$ cat src/rtl/pipe_pkg.sv
// Shared types and helpers for the pipeline stage register.
// Default payload widths match the 5-stage MIPS core.
package pipe_pkg;

   localparam int IR_W_DEF  = 32;
   localparam int PC_W_DEF  = 32;
   localparam int REG_W_DEF = 5;
   localparam int T_W_DEF   = 3;
   localparam int TDEC_MAX  = 8;

   typedef struct packed {
      logic [IR_W_DEF-1:0]  ir;
      logic [PC_W_DEF-1:0]  pc;
      logic [REG_W_DEF-1:0] a1;
      logic [REG_W_DEF-1:0] a2;
      logic [REG_W_DEF-1:0] a3;
      logic [T_W_DEF-1:0]   tnew;
      logic [T_W_DEF-1:0]   tuse1;
      logic [T_W_DEF-1:0]   tuse2;
   } payload_t;

   localparam payload_t PAYLOAD_ZERO = '0;

   // Saturating decrement; callers zero-extend narrower Tnew fields.
   function automatic logic [TDEC_MAX-1:0] tnew_dec(
      input logic [TDEC_MAX-1:0] t
   );
      return (t == '0) ? '0 : t - TDEC_MAX'(1);
   endfunction

endpackage

$ cat src/rtl/pipe_skid_slot.sv
// One-entry holding register with valid flag.
// Clear wins over load; the payload reads zero while empty.
module pipe_skid_slot #(
   parameter int W = 8
) (
   input  logic         clk,
   input  logic         rst,
   input  logic         i_clr,
   input  logic         i_load,
   input  logic [W-1:0] i_d,
   output logic         o_valid,
   output logic [W-1:0] o_q
);

   logic         r_valid;
   logic [W-1:0] r_q;

   always_ff @(posedge clk) begin
      if (rst || i_clr) begin
         r_valid <= 1'b0;
         r_q     <= '0;
      end else if (i_load) begin
         r_valid <= 1'b1;
         r_q     <= i_d;
      end
   end

   assign o_valid = r_valid;
   assign o_q     = r_q;

endmodule

$ cat src/rtl/pipe_stage.sv
// Pipeline stage register with valid/ready, flush and Tnew countdown.
// Define PIPE_STAGE_SKID_EN to add a one-entry skid slot (capacity 2).
module pipe_stage
   import pipe_pkg::*;
#(
   parameter int IR_W     = IR_W_DEF,
   parameter int PC_W     = PC_W_DEF,
   parameter int REG_W    = REG_W_DEF,
   parameter int T_W      = T_W_DEF,
   parameter int DEC_TNEW = 1
) (
   input  logic             clk,
   input  logic             rst,
   input  logic             flush,
   input  logic             in_valid,
   output logic             in_ready,
   input  logic [IR_W-1:0]  in_ir,
   input  logic [PC_W-1:0]  in_pc,
   input  logic [REG_W-1:0] in_a1,
   input  logic [REG_W-1:0] in_a2,
   input  logic [REG_W-1:0] in_a3,
   input  logic [T_W-1:0]   in_tnew,
   input  logic [T_W-1:0]   in_tuse1,
   input  logic [T_W-1:0]   in_tuse2,
   output logic             out_valid,
   input  logic             out_ready,
   output logic [IR_W-1:0]  out_ir,
   output logic [PC_W-1:0]  out_pc,
   output logic [REG_W-1:0] out_a1,
   output logic [REG_W-1:0] out_a2,
   output logic [REG_W-1:0] out_a3,
   output logic [T_W-1:0]   out_tnew,
   output logic [T_W-1:0]   out_tuse1,
   output logic [T_W-1:0]   out_tuse2
);

   typedef struct packed {
      logic [IR_W-1:0]  ir;
      logic [PC_W-1:0]  pc;
      logic [REG_W-1:0] a1;
      logic [REG_W-1:0] a2;
      logic [REG_W-1:0] a3;
      logic [T_W-1:0]   tnew;
      logic [T_W-1:0]   tuse1;
      logic [T_W-1:0]   tuse2;
   } pl_t;

   localparam int PL_W = $bits(pl_t);

   pl_t            r_main;
   logic           r_valid;
   pl_t            w_in_pl;
   pl_t            w_main_d;
   logic           w_main_ld;
   logic           w_in_xfer;
   logic           w_out_xfer;
   logic [T_W-1:0] w_tnew;

   assign w_tnew = (DEC_TNEW != 0)
                 ? T_W'(tnew_dec(TDEC_MAX'(in_tnew)))
                 : in_tnew;

   assign w_in_pl = '{in_ir, in_pc, in_a1, in_a2, in_a3,
                      w_tnew, in_tuse1, in_tuse2};

   assign w_in_xfer  = in_valid && in_ready;
   assign w_out_xfer = r_valid && out_ready;

`ifdef PIPE_STAGE_SKID_EN
   logic            w_skid_valid;
   logic            w_skid_load;
   logic            w_skid_clr;
   logic [PL_W-1:0] w_skid_raw;

   // Skid only catches input arriving while main is full and stalled.
   assign w_skid_load = w_in_xfer && r_valid && !out_ready;
   assign w_skid_clr  = flush || w_out_xfer;
   assign in_ready    = !w_skid_valid;

   pipe_skid_slot #(.W(PL_W)) u_skid (
      .clk     (clk),
      .rst     (rst),
      .i_clr   (w_skid_clr),
      .i_load  (w_skid_load),
      .i_d     (w_in_pl),
      .o_valid (w_skid_valid),
      .o_q     (w_skid_raw)
   );

   assign w_main_ld = (w_out_xfer && w_skid_valid)
                   || (w_in_xfer && (out_ready || !r_valid));
   assign w_main_d  = w_skid_valid ? pl_t'(w_skid_raw) : w_in_pl;
`else
   assign in_ready  = out_ready || !r_valid;
   assign w_main_ld = w_in_xfer;
   assign w_main_d  = w_in_pl;
`endif

   // Payload is cleared whenever the entry empties so a bubble has a3=0.
   always_ff @(posedge clk) begin
      if (rst || flush) begin
         r_valid <= 1'b0;
         r_main  <= '0;
      end else if (w_main_ld) begin
         r_valid <= 1'b1;
         r_main  <= w_main_d;
      end else if (w_out_xfer) begin
         r_valid <= 1'b0;
         r_main  <= '0;
      end
   end

   assign out_valid = r_valid;
   assign out_ir    = r_main.ir;
   assign out_pc    = r_main.pc;
   assign out_a1    = r_main.a1;
   assign out_a2    = r_main.a2;
   assign out_a3    = r_main.a3;
   assign out_tnew  = r_main.tnew;
   assign out_tuse1 = r_main.tuse1;
   assign out_tuse2 = r_main.tuse2;

endmodule

$ cat config.mk
export PLATFORM = sky130hd
export DESIGN_NAME = pipe_stage
export DESIGN_NICKNAME = d
export VERILOG_FILES = /design/src/rtl/pipe_pkg.sv /design/src/rtl/pipe_skid_slot.sv /design/src/rtl/pipe_stage.sv
export SDC_FILE = /design/constraint.sdc
export NUM_CORES = 1
export LEC_CHECK = 0
export BUFFER_PORTS_ARGS = -buffer_cell sky130_fd_sc_hd__buf_4
export CORE_ASPECT_RATIO = 0.75
export CORE_MARGIN = 2
export CORE_UTILIZATION = 47
export CTS_CLUSTER_SIZE = 25
export DETAILED_ROUTE_END_ITERATION = 6
export GPL_TIMING_DRIVEN = 1
export PLACE_DENSITY = 0.91
export SLEW_MARGIN = 20
export SYNTH_ARGS = -nofsm -noshare
export SYNTH_HDL_FRONTEND = slang
export SYNTH_SLANG_ARGS = --single-unit
$ cat constraint.sdc
create_clock -name clk -period 3.1 [get_ports clk]
set_clock_uncertainty 0.15 [all_clocks]
set_input_delay 0.62 -clock clk [delete_from_list [all_inputs] [get_ports clk]]
set_output_delay 0.62 -clock clk [all_outputs]
set_load 0.03 [all_outputs]
== Word level (Yosys, flattened, before mapping) ==
Index checks and enable logic that the tools add are counted.

* Input port bits: 93
* Logic and storage cells: 22
* Bits in registers: 89

* Add/subtract/negate cells: 1
* Mux-type cells: 5
* Reductions and logical operators: 7

{| class="wikitable"
|+ Operator list
! cell !! number
|-
| $mux 88 || 2
|-
| $logic_not 3->1 || 1
|-
| $mux 3 || 1
|-
| $sub 3x1->3 const B || 1
|-
| $logic_and 1x1->1 || 2
|-
| $logic_or 1x1->1 || 2
|-
| $mux 1 || 2
|-
| $reduce_bool 2->1 || 1
|-
| $logic_not 1->1 || 1
|}

== Logic depth before layout (Yosys ltp) ==
* Word-level depth: 4
* Gate-level depth with buffers: 6

== Worst setup path after synthesis ==
Ideal clock, no wire load.

* Path kind: input to output
* From: in out_ready
* To: out in_ready
* Data required time: 2,330 ps
* Path buffers: 2
* Stages: 3
* Slack: 1,224 ps
* Arrival: 1,106 ps
* Path through: nand2b_1 > buf_2 > buf_2

* Longest elaborated chain between the ends: 1

{| class="wikitable"
|+ RTL lines
! what !! RTL line !! source
|-
| from (decl) || pipe_stage.sv:26 || <nowiki>input logic out_ready,</nowiki>
|-
| $logic_or 1x1->1 || pipe_stage.sv:94 || <nowiki>assign in_ready = out_ready || !r_valid;</nowiki>
|-
| to (decl) || pipe_stage.sv:16 || <nowiki>output logic in_ready,</nowiki>
|}

No other way between the ends.

== Final worst setup path ==
Ends and elaborated chain as after synthesis.

==> out/results.ini <==
[timing]
fin_crit_sh_pct = 74.6
finalHoldViolCount = 0
totalNegativeSetupSlack_ns = 0
post-route-min-period_ns = 2.31
relSlewSlack_pct = 41.7
timing.final.max_slew_violations = 0
maxClockFrequency_ghz = 0.433
hold-worst-slack_ns = 0.320
grt_setup_unrepaired = no
finalSetupViolations = 0
max_slew.worst_pin.slew_ns = 0.875

[pwr]
ir_worst_vdd_v = 0.000327
power_frac_clock_pct = 36.3
seq_power_share_pct = 48.2
cellInternalPower_mw = 1.89
leakagePower_nw = 2.07
switching_share_pct = 24.2
switching_power_mw = 0.602
total_power_mw = 2.49
power_density_mw_per_mm2 = 525
combPwrFrac_pct = 15.5

[die]
io_pins = 183
row_count = 25
die_area_mm2 = 0.00746
starting_utilization_of_the_core_area_pct = 49.4
die_w_um = 99.1
core_area_mm2 = 0.00644
die_height_um = 75.3

[logic_synthesis]
post_synth_inst_count = 318
synth.area.top_cells = sky130_fd_sc_hd__dfxtp_1 56%, sky130_fd_sc_hd__a32oi_1 24%, sky130_fd_sc_hd__nor2_1 10%
yosysTopAreaCell = sky130_fd_sc_hd__dfxtp_1
synth-edff-count = 0
yosysWarningCount = 0
postSynthAreaPerCell_um2 = 10.0
async_flop_share_pct = 0
mapped_nets = 413
synth.ff_latch_count = 89
flip_flop_cell_with_the_highest_count_after_synthesis = sky130_fd_sc_hd__dfxtp_1
post_synth_instance_area_mm2 = 0.00319
ys_top_cells_by_count = 89 x sky130_fd_sc_hd__dfxtp_1, 88 x sky130_fd_sc_hd__nor2_1, 87 x sky130_fd_sc_hd__a32oi_1
yosysTopAreaCellShare_pct = 55.9
synth_most_common_cell = sky130_fd_sc_hd__dfxtp_1
yosys.cell_types.count = 17
synth.yosys.seq_area_share_pct = 55.9

[drt]
route.vias.total = 3191
dr.first_iter.drc_count = 168
route.detailed.wl_per_inst_um = 16.8
drc_errors = 0
ant_nets = 0
postRouteWirelength_mm = 9.44
vias_per_cell = 5.67
firstDrtPassIters = 4

[clock_network]
cts_inserted_buffers = 9
clock_insertion_delay_worst_skew_ns = 0.34
clkSinkCount = 89
postCtsResizedCells = 0
cts.root.buffer_cell = sky130_fd_sc_hd__clkbuf_8
clock_tree_from_tritoncts = yes
clkTransAtPathRegs_ns = 0.07
cts-htree-levels = 3
cts_hold_buf = 0
clock_path_buffers = 2
post-cts-setup-buffers = 0

[setup_path]
cp_common_cell = sky130_fd_sc_hd__buf_4
worst_setup_path_start_kind = input pin
worstPathArrival_ns = 1.54
timing_worst_setup_path_type = in -> out
critical_path.cell_chain = buf_4 -> nand2b_2 -> buf_4
crit_path_max_incr_delay_ns = 0.47
worst-endpoint-required_ns = 2.33
worst_path_max_delay_cell = sky130_fd_sc_hd__nand2b_2
worstPathMaxFanout = 32
worstSetupEndpointType = output pin

[grt]
grt_start_max_net_pins = 89
grt_antenna_before_repair = 0
number_of_global_route_vias_before_repair = 2891
global_route.overflow_total = 0
grt_first_pass_wirelength_mm = 14.3
grt.total_usage_pct = 24.4

[final_layout]
post_route_cells_drive_above_1_share_pct = 42.3
fillCellCount = 475
area.growth.synth_to_final_pct = 48.8
antenna_cells_inserted = 0
ff_latch_area_mm2 = 0.00178
nNetsFinal = 573
multiInputGateArea_mm2 = 0.00120

[placed_design]
detail_placement_hpwl_mm = 6.28
i_o_buffers = 182
globalplace.congestion = 0.775

[run_status]
run_status = finished clean

[run]
drv.max_cap_violation_count = 0

[hold_path]
timing.hold.worst.class = reg -> reg

power groups by stage:
stage          combinational, mW  clock (mW)  sequential [mW]
3_3_place_gp               0.375           0             1.22
6_report                   0.385       0.903             1.20
2_1_floorplan              0.141           0             1.30
5_1_grt                    0.412       0.969             1.21
4_1_cts                    0.384       0.920             1.20
3_5_place_dp               0.384           0             1.23
layer usage:
layer | part of all wire [%] | routed length (um) | GRT usage, %
met5 | 0 | 0 | 0
met4 | 1.7 | 156 | 8.68
met3 | 9.9 | 930 | 9.82
met2 | 49 | 4610 | 41.1
met1 | 40 | 3740 | 28.8
worst max-delay path: cells and delay by family:
family	cells	cell delay, ns
and+or+nand+nor	1	0.47
buffers and inverters	2	0.45
cell type report:
class	count	share of cell area, %
clock buffers	12	2.85
inverters	3	0.238
clock inverters	3	1.90
well taps	81	2.14
repair buffers	188	30.0
flip-flops and latches	89	37.6
multi-input cells	187	25.2
sequential cells by signal, indices dropped and copies added, names as in the netlist:
signal / count
out_a1: 5
out_valid: 1
out_a3: 5
out_a2: 5
out_pc: 32
out_tuse1: 3
out_tuse2: 3
out_tnew: 3
out_ir: 32
per-stage QoR:
step	util, %	cells	worst slack, ns	cell area, um^2
floorplan	-	318	1.22	3190
global route	73.6	563	0.720	4740
finish	73.6	563	0.788	4740
detailed placement	70.1	548	0.800	4510
global placement	70.1	548	0.816	4510
CTS	73.6	563	0.795	4740
cells by family (layout without fill, tap and decap cells):
group,Yosys count,after routing,synth area share [%]
adders and majority gates,2,2,0.785
DFF,89,89,55.9
muxes,1,1,0.707
and+or+nand+nor,94,94,11.5
AOI/OAI and AO/OA,90,90,24.5
buffers and inverters,42,206,6.60
worst paths after layout:
| check | end | slack (ns) | startpoint | cells after the start |
|---|---|---|---|---|
| setup / recovery | in_ready | 0.79 | out_ready | 3 |
| hold reg to reg | out_tnew[1] | 0.32 | out_tnew[1] | 2 |
| setup reg to reg | out_pc[2] | 1.25 | out_valid | 4 |
| hold / removal | out_tnew[1] | 0.32 | out_tnew[1] | 2 |
cell usage in the layout (no fill, tap or decap), drive strengths merged:
master,Yosys,layout
buf,25,188
or2,2,2
clkbuf,14,12
nand2,1,1
mux2i,1,1
dfxtp,89,89
bufinv,0,3
nor3b,1,1
nor2,88,88
and2,1,1
a21oi,2,2
o211ai,1,1
nand2b,1,1
ha,2,2
inv,3,3
a32oi,87,87
Note: power is estimated with default switching activity, not from simulation.
